$ cat src/rtl/fcomp_pipe.sv
// Two-stage pipelined floating-point compare/select (FEQ/FLT/FLE/FMIN/FMAX) with valid/ready.
// Define FCOMP_IEEE_EN for IEEE NaN/NV/signed-zero handling; otherwise legacy raw-bit ordering.
module fcomp_pipe #(
    parameter int unsigned EXP_W = 8,
    parameter int unsigned MAN_W = 23,
    parameter int unsigned TAG_W = 5
) (
    input  logic                     clk,
    input  logic                     rst,
    input  logic                     in_valid,
    output logic                     in_ready,
    input  logic [2:0]               in_op,
    input  logic [EXP_W+MAN_W:0]     in_x,
    input  logic [EXP_W+MAN_W:0]     in_y,
    input  logic [TAG_W-1:0]         in_tag,
    output logic                     out_valid,
    input  logic                     out_ready,
    output logic [EXP_W+MAN_W:0]     out_result,
    output logic                     out_nv,
    output logic [TAG_W-1:0]         out_tag
);
    localparam int unsigned W = 1 + EXP_W + MAN_W;

    localparam logic [2:0] OP_FEQ  = 3'd0;
    localparam logic [2:0] OP_FLT  = 3'd1;
    localparam logic [2:0] OP_FLE  = 3'd2;
    localparam logic [2:0] OP_FMIN = 3'd3;
    localparam logic [2:0] OP_FMAX = 3'd4;

    logic             s1_valid;
    logic [2:0]       s1_op;
    logic [W-1:0]     s1_x;
    logic [W-1:0]     s1_y;
    logic [TAG_W-1:0] s1_tag;

    logic             s2_valid;
    logic [W-1:0]     s2_result;
    logic             s2_nv;
    logic [TAG_W-1:0] s2_tag;

    logic adv1;
    logic adv2;

    assign adv2     = ~s2_valid | out_ready;
    assign adv1     = ~s1_valid | adv2;
    assign in_ready = adv1;

`ifdef FCOMP_IEEE_EN
    logic s1_x_nan, s1_x_snan, s1_x_zero;
    logic s1_y_nan, s1_y_snan, s1_y_zero;

    // Returns {is_nan, is_snan, is_zero}.
    function automatic logic [2:0] classify(input logic [W-1:0] v);
        logic exp_ones;
        logic man_nz;
        exp_ones = &v[W-2:MAN_W];
        man_nz   = |v[MAN_W-1:0];
        return {exp_ones & man_nz, exp_ones & man_nz & ~v[MAN_W-1], ~(|v[W-2:0])};
    endfunction

    always_ff @(posedge clk) begin
        if (adv1) begin
            {s1_x_nan, s1_x_snan, s1_x_zero} <= classify(in_x);
            {s1_y_nan, s1_y_snan, s1_y_zero} <= classify(in_y);
        end
    end
`endif

    logic           sx, sy;
    logic [W-2:0]   mx, my;
    logic           eq, lt;
    logic           any_nan, any_snan;
    logic [W-1:0]   min_v, max_v;
    logic [W-1:0]   res_d;
    logic           nv_d;

    always_comb begin
        sx = s1_x[W-1];
        sy = s1_y[W-1];
        mx = s1_x[W-2:0];
        my = s1_y[W-2:0];
`ifdef FCOMP_IEEE_EN
        any_nan  = s1_x_nan | s1_y_nan;
        any_snan = s1_x_snan | s1_y_snan;
        eq       = (s1_x == s1_y) | (s1_x_zero & s1_y_zero);
        if (sx != sy) begin
            lt = sx & ~(s1_x_zero & s1_y_zero);
        end else if (!sx) begin
            lt = mx < my;
        end else begin
            lt = mx > my;
        end
        if (s1_x_nan & s1_y_nan) begin
            min_v = {1'b0, {EXP_W{1'b1}}, 1'b1, {(MAN_W-1){1'b0}}};
            max_v = min_v;
        end else if (s1_x_nan) begin
            min_v = s1_y;
            max_v = s1_y;
        end else if (s1_y_nan) begin
            min_v = s1_x;
            max_v = s1_x;
        end else if (s1_x_zero & s1_y_zero) begin
            // Zero sign decides: min prefers -0, max prefers +0, independent of order.
            min_v = {sx | sy, {(W-1){1'b0}}};
            max_v = {sx & sy, {(W-1){1'b0}}};
        end else begin
            min_v = (~lt & ~eq) ? s1_y : s1_x;
            max_v = lt ? s1_y : s1_x;
        end
`else
        any_nan  = 1'b0;
        any_snan = 1'b0;
        eq       = s1_x == s1_y;
        if (sx != sy) begin
            lt = sx;
        end else if (!sx) begin
            lt = mx < my;
        end else begin
            lt = mx > my;
        end
        min_v = (~lt & ~eq) ? s1_y : s1_x;
        max_v = lt ? s1_y : s1_x;
`endif
        res_d = '0;
        nv_d  = 1'b0;
        case (s1_op)
            OP_FEQ: begin
                res_d = {{(W-1){1'b0}}, eq & ~any_nan};
                nv_d  = any_snan;
            end
            OP_FLT: begin
                res_d = {{(W-1){1'b0}}, lt & ~any_nan};
                nv_d  = any_nan;
            end
            OP_FLE: begin
                res_d = {{(W-1){1'b0}}, (lt | eq) & ~any_nan};
                nv_d  = any_nan;
            end
            OP_FMIN: begin
                res_d = min_v;
                nv_d  = any_snan;
            end
            OP_FMAX: begin
                res_d = max_v;
                nv_d  = any_snan;
            end
            default: begin
                res_d = '0;
                nv_d  = 1'b0;
            end
        endcase
    end

    always_ff @(posedge clk) begin
        if (rst) begin
            s1_valid  <= 1'b0;
            s2_valid  <= 1'b0;
            s2_result <= '0;
            s2_nv     <= 1'b0;
            s2_tag    <= '0;
        end else begin
            if (adv1) begin
                s1_valid <= in_valid;
                s1_op    <= in_op;
                s1_x     <= in_x;
                s1_y     <= in_y;
                s1_tag   <= in_tag;
            end
            if (adv2) begin
                s2_valid <= s1_valid;
                if (s1_valid) begin
                    s2_result <= res_d;
                    s2_nv     <= nv_d;
                    s2_tag    <= s1_tag;
                end
            end
        end
    end

    assign out_valid  = s2_valid;
    assign out_result = s2_result;
    assign out_nv     = s2_nv;
    assign out_tag    = s2_tag;

endmodule

$ cat config.mk
export PLATFORM = sky130hd
export DESIGN_NAME = fcomp_pipe
export DESIGN_NICKNAME = d
export VERILOG_FILES = /design/src/rtl/fcomp_pipe.sv
export SDC_FILE = /design/constraint.sdc
export NUM_CORES = 1
export LEC_CHECK = 0
export ABC_AREA = 1
export CAP_MARGIN = 5
export CELL_PAD_IN_SITES_DETAIL_PLACEMENT = 1
export CELL_PAD_IN_SITES_GLOBAL_PLACEMENT = 1
export CORE_ASPECT_RATIO = 1.2
export CORE_MARGIN = 3
export CORE_UTILIZATION = 42
export CTS_CLUSTER_DIAMETER = 200
export DETAILED_ROUTE_END_ITERATION = 8
export HOLD_SLACK_MARGIN = 0.03
export PLACE_DENSITY_LB_ADDON = 0.1
export SYNTH_ARGS = -nofsm -noshare
export SYNTH_HDL_FRONTEND = slang
export SYNTH_SLANG_ARGS = --single-unit
$ cat constraint.sdc
create_clock -name clk -period 4.3 [get_ports clk]
set_input_delay 0.43 -clock clk [delete_from_list [all_inputs] [get_ports clk]]
set_output_delay 0.43 -clock clk [all_outputs]
set_load 0.03 [all_outputs]
==> parameters.txt, run 1 <==
Parameter                              Value

Run status
  Status ... completed

Drt
  Number of vias per cell ... 5.18
  Via count ... 4844
  Detailed-router iteration count before antenna repair ... 4
  Residual DRC count ... 0
  Detailed router's first-iteration violation count ... 187
  Mean routed wirelength per cell ... 16.7 um
  Total wirelength of the detailed-routed design ... 15.6 mm
  Number of antenna-violating nets in the routed design ... 0

STA
  Min Tclk post-route ... 3.06 ns
  Final setup margin ... 1.24 ns
  Ratio of final minimum period to clock period ... 0.711
  Setup violations, final ... 0
  RSZ-0062 raised after global routing ... false
  Fmax achieved ... 327 MHz
  Setup TNS ... 0 ns
  Count of final hold-check violations ... 0
  Max-Slew Margin vs Limit ... 0.189
  Worst hold slack after final layout ... 0.470 ns
  Final setup skew ... 0.00651 ns
  Tightest Pin Transition ... 1.21 ns
  Number of pins with negative max-slew slack in the final report ... 0

Worst hold path
  Number of cells on the worst hold path ... 2
  Class of the tightest hold or removal check ... reg -> reg
  Startpoint of the tightest hold check path ... out_result[6]$_SDFFE_PP0P_

Synthesis
  Most used DFF post-synth ... sky130_fd_sc_hd__edfxtp_1
  Commonest cells in the synthesized netlist ... sky130_fd_sc_hd__nand2_1, sky130_fd_sc_hd__inv_1, sky130_fd_sc_hd__edfxtp_1
  Netlist cell types ... 27
  Post-synthesis instance area ... 5730 um2
  Post-synthesis register bit count ... 111
  Total of warnings raised by yosys ... 0
  Top cell type's share of synthesized area ... 0.377
  Number of standard cells after synthesis ... 661
  Main area contributors after synthesis ... sky130_fd_sc_hd__edfxtp_1, sky130_fd_sc_hd__dfxtp_1, sky130_fd_sc_hd__nand2_1
  Seq/Total Area, Yosys ... 0.514
  Count leader, synth ... sky130_fd_sc_hd__nand2_1
  Mapped Avg Cell Area ... 8.67 um2
  Asr flop ratio synth ... 0
  Area leader, netlist ... sky130_fd_sc_hd__edfxtp_1
  Synthesized net count ... 769
  Count of flip-flops with a built-in enable after synthesis ... 72

Power and ir drop
  Switching share of total power ... 0.272
  Leakage power total ... 2.96 nW
  Areal power density over the cells ... 344 nW/um2
  Switching power summed over all nets ... 0.000678 W
  Worst IR drop on VDD ... 198 uV
  Part of the total power dissipated in sequential elements ... 0.492
  Combinational share of power ... 0.168
  Internal power ... 0.00182 W
  Power share of the clock group ... 0.340

CTS
  Longest Clk Path Bufs ... 2
  Hold Buf Count CTS ... 0
  Number of sinks on the clock net ... 111
  Total of cells resized after clock tree synthesis ... 0
  Total CTS buffers ... 9
  Clk root buf ... sky130_fd_sc_hd__clkbuf_16
  Clock latency on the worst-skew pair ... 0.36 ns
  Clock transition at path regs ... 0.07 ns
  CTS HTree Levels ... 3
  Buffers inserted by post-CTS timing repair ... 0
  Clock tree from TritonCTS ... yes

Floorplan
  Chip width ... 113 um
  Initial core utilization ... 0.431
  Row Count ... 46
  Boundary Pins ... 116
  Die height ... 134 um
  Full die area ... 15100 um2
  Placeable core region ... 13300 um2

Global routing
  Wire length of the first global-routing pass ... 25.2 mm
  Via count of the first global-routing pass ... 5286
  Total overflow reported by the global router ... 0
  Largest net degree at the start of global routing ... 65
  Number of antenna violations at the first check in global routing ... 0
  GR Util All Layers ... 0.209

Setup path
  Crit Path Class ... reg -> reg
  Worst reg-to-reg path cell count ... 16
  Critical path fanouts, max ... 64
  Kind of capture point of the worst setup path ... register
  Reg-to-reg critical path startpoint ... s1_y[14]$_DFFE_PP_
  Endpoint of the lowest-slack register-to-register path ... out_result[28]$_SDFFE_PP0P_
  Crit path DAT ... 3.34 ns
  Critical Path Sink ... out_result[28]$_SDFFE_PP0P_
  Worst-case register-to-register setup slack ... 1.24 ns
  Launch point of the critical path ... s1_y[14]$_DFFE_PP_
  Data required time at the worst endpoint ... 4.58 ns
  CP Launch Type ... register

Cells and area
  Antenna diode count ... 0
  Post-Layout Cell Count ... 935
  Number of nets at the end of the flow ... 870
  Final Instance Area ... 7260 um2
  Share of cells above drive strength 1 ... 0.0730
  Area growth syn-to-layout ... 26.7%

Placement
  Pre-CTS setup slack ... 1.25 ns
  IO buf count ... 114
  Final GP Congestion ... 0.750
  Total cell area at the placement stage ... 6950 um2
  Number of cells in the design after placement ... 918
  HPWL Detailed ... 10.9 mm

Flow run
  Max-capacitance violation count ... 0
==> flip-flops by register name, indices dropped and copies added (netlist names) <==
name / flops
s1_tag: 5
out_result: 32
s1_x: 32
out_tag: 5
s1_valid: 1
s1_op: 3
s1_y: 32
out_valid: 1
==> area by class of cell <==
class	count	area, um2
inverter	87	327
clock buffer	12	278
sequential	111	2940
multi-input combinational	433	2290
fill	1561	6030
tap	168	210
timing repair buffer	120	1180
clock inverter	4	26.3
==> cell usage in the layout (no fill, tap or decap), types with 5 or more instances in the layout <==
cell and n:
sky130_fd_sc_hd__nand2_2 12, sky130_fd_sc_hd__ha_1 32, sky130_fd_sc_hd__clkbuf_16 10, sky130_fd_sc_hd__clkdlybuf4s50_1 113
sky130_fd_sc_hd__a21oi_2 10, sky130_fd_sc_hd__buf_4 5, sky130_fd_sc_hd__o21ai_0 6, sky130_fd_sc_hd__dfxtp_1 39
sky130_fd_sc_hd__o211ai_1 30, sky130_fd_sc_hd__nand2_1 199, sky130_fd_sc_hd__edfxtp_1 72, sky130_fd_sc_hd__nor2_1 51
sky130_fd_sc_hd__inv_1 85, sky130_fd_sc_hd__a21oi_1 35, sky130_fd_sc_hd__o21ai_1 31, sky130_fd_sc_hd__nand3_1 12
==> worst max-delay path, cell delays in order, from the launching register on <==
cell	delay, ns
sky130_fd_sc_hd__edfxtp_1	0.39
sky130_fd_sc_hd__inv_1	0.06
sky130_fd_sc_hd__ha_1	0.30
sky130_fd_sc_hd__nand2_1	0.07
sky130_fd_sc_hd__nor2_1	0.21
sky130_fd_sc_hd__inv_1	0.09
sky130_fd_sc_hd__nor3_1	0.24
sky130_fd_sc_hd__nand2_1	0.08
sky130_fd_sc_hd__nand2_1	0.11
sky130_fd_sc_hd__nand2_4	0.08
sky130_fd_sc_hd__nand2_8	0.33
sky130_fd_sc_hd__nand2_8	0.37
sky130_fd_sc_hd__nand2_1	0.16
sky130_fd_sc_hd__nand2_1	0.06
sky130_fd_sc_hd__o21ai_1	0.17
sky130_fd_sc_hd__nand2_1	0.07
sky130_fd_sc_hd__a21oi_1	0.15
==> cell families (layout without fill, tap and decap cells) <==
| kind of cell | after synthesis | after routing | share of synthesized area |
|---|---|---|---|
| AO/OA/AOI/OAI | 114 | 114 | 0.120 |
| adder cells (fa/ha/maj) | 32 | 32 | 0.0699 |
| buffers and inverters | 117 | 223 | 0.0882 |
| other | 1 | 1 | 0.000654 |
| flip-flops | 111 | 111 | 0.514 |
| AND/OR/NAND/NOR | 286 | 286 | 0.208 |
==> metrics by stage <==
step	utilization	total power [W]
after floorplan	-	0.00151
after global placement	0.522	0.00165
after detailed placement	0.522	0.00167
after CTS	0.545	0.00252
after global routing	0.546	0.00261
final	0.546	0.00250
==> worst min path at each step <==
stage               slack [ns]                           to
floorplan                 0.47      out_tag[0]$_SDFFE_PP0P_
global placement          0.46   out_result[0]$_SDFFE_PP0P_
detailed placement        0.46   out_result[2]$_SDFFE_PP0P_
CTS                       0.47  out_result[28]$_SDFFE_PP0P_
global route              0.49   out_result[7]$_SDFFE_PP0P_
finish                    0.47   out_result[6]$_SDFFE_PP0P_
==> power by group through the flow <==
stage | logic, W | clock network [W] | registers (W)
after CTS | 0.000425 | 0.000869 | 0.00123
after detailed placement | 0.000420 | 0 | 0.00125
after global routing | 0.000471 | 0.000909 | 0.00123
after global placement | 0.000400 | 0 | 0.00125
after floorplan | 0.000250 | 0 | 0.00127
final | 0.000420 | 0.000849 | 0.00123
==> layer usage <==
metal	track usage	wire (um)	vias to the layer above
met5	0	0	-
met4	0.0695	232	0
met3	0.0379	736	19
met2	0.367	8030	108
met1	0.259	6610	2366
li1	-	-	2351
Power figures use the tool's default switching activity.
==> run 2: changes to the inputs <==
- CORE_UTILIZATION: 42 -> 35
- clock period: 4.3 -> 2.7 ns (I/O delays scaled with it)
==> run 2 against run 1 <==
  * Maximum frequency rose by 20%
  * First-iteration DRC count grew 31%
  * Total power is 62% higher
  * Clock power grew 57%
  * Largest cell class unchanged
  * Sequential cell count unchanged
  * Via count down 0.87%
  * Critical path depth grew 1
  * Die area increased by 19%
==> parameters.txt, run 2 (synthesis results as in run 1) <==
Parameter                              Value

Drt
  Detailed-router iteration count before antenna repair ... 4
  Met2 WL ... 8.27 mm
  Total wirelength of the detailed-routed design ... 15.7 mm
  Detailed router's first-iteration violation count ... 245
  Metal1 wirelength ... 6.73 mm
  Mean routed wirelength per cell ... 15.9 um
  Detailed-routed wire length on met3 ... 428 um
  Number of vias per cell ... 4.84
  Residual DRC count ... 0
  Topmost layer with routed signal wires ... met4
  Number of antenna-violating nets in the routed design ... 0
  Via count ... 4802

STA
  Ratio of final minimum period to clock period ... 0.946
  Final setup skew ... 0.0118 ns
  RSZ-0062 raised after global routing ... true
  Fmax achieved ... 392 MHz
  Min Tclk post-route ... 2.55 ns
  Tightest Pin Transition ... 0.746 ns
  Setup violations, final ... 0
  Worst hold slack after final layout ... 0.280 ns
  Count of final hold-check violations ... 0
  Max-Slew Margin vs Limit ... 0.502
  Number of pins with negative max-slew slack in the final report ... 0

Cells and area
  Share of cells above drive strength 1 ... 0.114
  Most common cell after layout, fill and taps aside ... sky130_fd_sc_hd__nand2_1
  Util after Layout ... 0.480
  Top library cells by usage in the layout, fill and taps aside ... sky130_fd_sc_hd__nand2_1, sky130_fd_sc_hd__clkdlybuf4s50_1, sky130_fd_sc_hd__inv_1, sky130_fd_sc_hd__edfxtp_1, sky130_fd_sc_hd__nor2_1
  Number of nets at the end of the flow ... 887
  Area growth syn-to-layout ... 32.5%
  Antenna diode count ... 0
  Number of fill cells in the layout ... 1848

Power and ir drop
  Combinational share of power ... 0.189
  Leakage power total ... 3.09 nW
  Part of the total power dissipated in sequential elements ... 0.483
  Switching power summed over all nets ... 0.00110 W
  Internal power ... 0.00295 W
  Worst IR drop on VDD ... 278 uV
  Switching share of total power ... 0.271
  Areal power density over the cells ... 534 nW/um2
  Power share of the clock group ... 0.329

CTS
  Number of sinks on the clock net ... 111
  Clock tree from TritonCTS ... yes
  Longest Clk Path Bufs ... 2
  Clk root buf ... sky130_fd_sc_hd__clkbuf_16
  Clock latency on the worst-skew pair ... 0.36 ns
  Hold Buf Count CTS ... 0
  CTS HTree Levels ... 3
  Clock transition at path regs ... 0.08 ns
  Total CTS buffers ... 9

Global routing
  Total overflow reported by the global router ... 0
  GR Util All Layers ... 0.176
  Via count of the first global-routing pass ... 5035
  Wire length of the first global-routing pass ... 25.1 mm
  Number of antenna violations at the first check in global routing ... 0
  Largest net degree at the start of global routing ... 41

Setup path
  CP Launch Type ... register
  Critical path fanouts, max ... 5
  Crit path DAT ... 2.84 ns
  Data required time at the worst endpoint ... 2.99 ns
  Kind of capture point of the worst setup path ... register
  Crit Path Class ... reg -> reg

Placement
  IO buf count ... 114
  Final GP Congestion ... 0.749
  HPWL Detailed ... 11.1 mm

Floorplan
  Row Count ... 50
  Die height ... 146 um
  Boundary Pins ... 116
  Full die area ... 18000 um2
  Placeable core region ... 15800 um2
  Chip width ... 123 um
  Initial core utilization ... 0.362

Worst hold path
  Class of the tightest hold or removal check ... in -> reg

Run status
  Status ... completed

Flow run
  Max-capacitance violation count ... 0
run 2: cell count changes in the layout (fill, tap and decap cells not counted), moves of 3 or more:
cell | previous run | this run
sky130_fd_sc_hd__nor2_1 | 51 | 48
sky130_fd_sc_hd__buf_4 | 5 | 14
sky130_fd_sc_hd__o21ai_1 | 31 | 27
sky130_fd_sc_hd__buf_12 | 0 | 4
sky130_fd_sc_hd__inv_4 | 0 | 3
sky130_fd_sc_hd__nand2_1 | 199 | 196
sky130_fd_sc_hd__a21oi_2 | 10 | 13
sky130_fd_sc_hd__a21oi_1 | 35 | 32
sky130_fd_sc_hd__o21ai_2 | 0 | 4
run 2: worst max-delay path: stages, from the launching register on:
cell and delay [ns]:
sky130_fd_sc_hd__edfxtp_1 0.43, sky130_fd_sc_hd__ha_1 0.35, sky130_fd_sc_hd__nand2_2 0.09, sky130_fd_sc_hd__nor2_4 0.04, sky130_fd_sc_hd__and2_4 0.16, sky130_fd_sc_hd__buf_4 0.13, sky130_fd_sc_hd__a21oi_2 0.18, sky130_fd_sc_hd__nand2_1 0.09
sky130_fd_sc_hd__nand2_2 0.08, sky130_fd_sc_hd__nand2_4 0.08, sky130_fd_sc_hd__nand2_8 0.11, sky130_fd_sc_hd__nand2_8 0.09, sky130_fd_sc_hd__buf_4 0.16, sky130_fd_sc_hd__nand2_1 0.05, sky130_fd_sc_hd__nand2_1 0.05, sky130_fd_sc_hd__o21ai_1 0.14
sky130_fd_sc_hd__nand2_1 0.09, sky130_fd_sc_hd__a21oi_1 0.18
run 2: power by group through the flow:
stage | clock, W | combinational (W) | sequential [W]
global placement | 0 | 0.000679 | 0.00199
finish | 0.00133 | 0.000764 | 0.00196
floorplan | 0 | 0.000398 | 0.00201
CTS | 0.00138 | 0.000713 | 0.00196
global route | 0.00144 | 0.000853 | 0.00197
detailed placement | 0 | 0.000710 | 0.00199
run 2: area by class of cell:
type / count / area (um2) / area share
flip-flops and latches: 111 / 2940 / 0.388
multi-input cells: 434 / 2380 / 0.313
repair buffers: 136 / 1400 / 0.184
inverters: 87 / 327 / 0.0430
well taps: 208 / 260 / 0.0343
clock buffers: 10 / 229 / 0.0302
clock inverters: 6 / 58.8 / 0.00774
run 2: repair_timing:
| item | CTS | global route |
|---|---|---|
| resized for setup | 0 | 22 |
| setup endpoints to repair | 0 | 32 |
| hold endpoints to repair | 0 | 0 |
| setup buffers | 0 | 6 |
run 2: final timing paths:
path                              startpoint                           to  slack [ns]  cells after the start
setup / recovery          s1_x[28]$_DFFE_PP_  out_result[24]$_SDFFE_PP0P_        0.15                     17
hold / removal                           rst      out_tag[4]$_SDFFE_PP0P_        0.28                      4
setup reg to reg          s1_x[28]$_DFFE_PP_  out_result[24]$_SDFFE_PP0P_        0.15                     17
hold reg to reg   out_result[6]$_SDFFE_PP0P_   out_result[6]$_SDFFE_PP0P_        0.47                      2
run 2: metal layers:
metal / vias up / track usage
li1: 2386 / -
met1: 2321 / 0.209
met2: 77 / 0.317
met3: 18 / 0.0240
met4: 0 / 0.0639
met5: - / 0
run 2: stage by stage:
| stage | total power [W] | setup WS [ns] | TNS [ns] | cells | area (um2) |
|---|---|---|---|---|---|
| after floorplan | 0.00241 | 0.0191 | 0 | 661 | 5730 |
| after global placement | 0.00267 | 0.154 | 0 | 966 | 7110 |
| after detailed placement | 0.00270 | 0.0285 | 0 | 966 | 7110 |
| after CTS | 0.00405 | 0.000245 | 0 | 982 | 7390 |
| after global routing | 0.00426 | -0.0271 | -0.0534 | 992 | 7590 |
| final | 0.00405 | 0.147 | 0 | 992 | 7590 |
==> run 3: changes to the inputs <==
- SLEW_MARGIN: not set -> 20
==> results of run 3 <==
Final layout, timing and power as in run 2 (identical DEF).
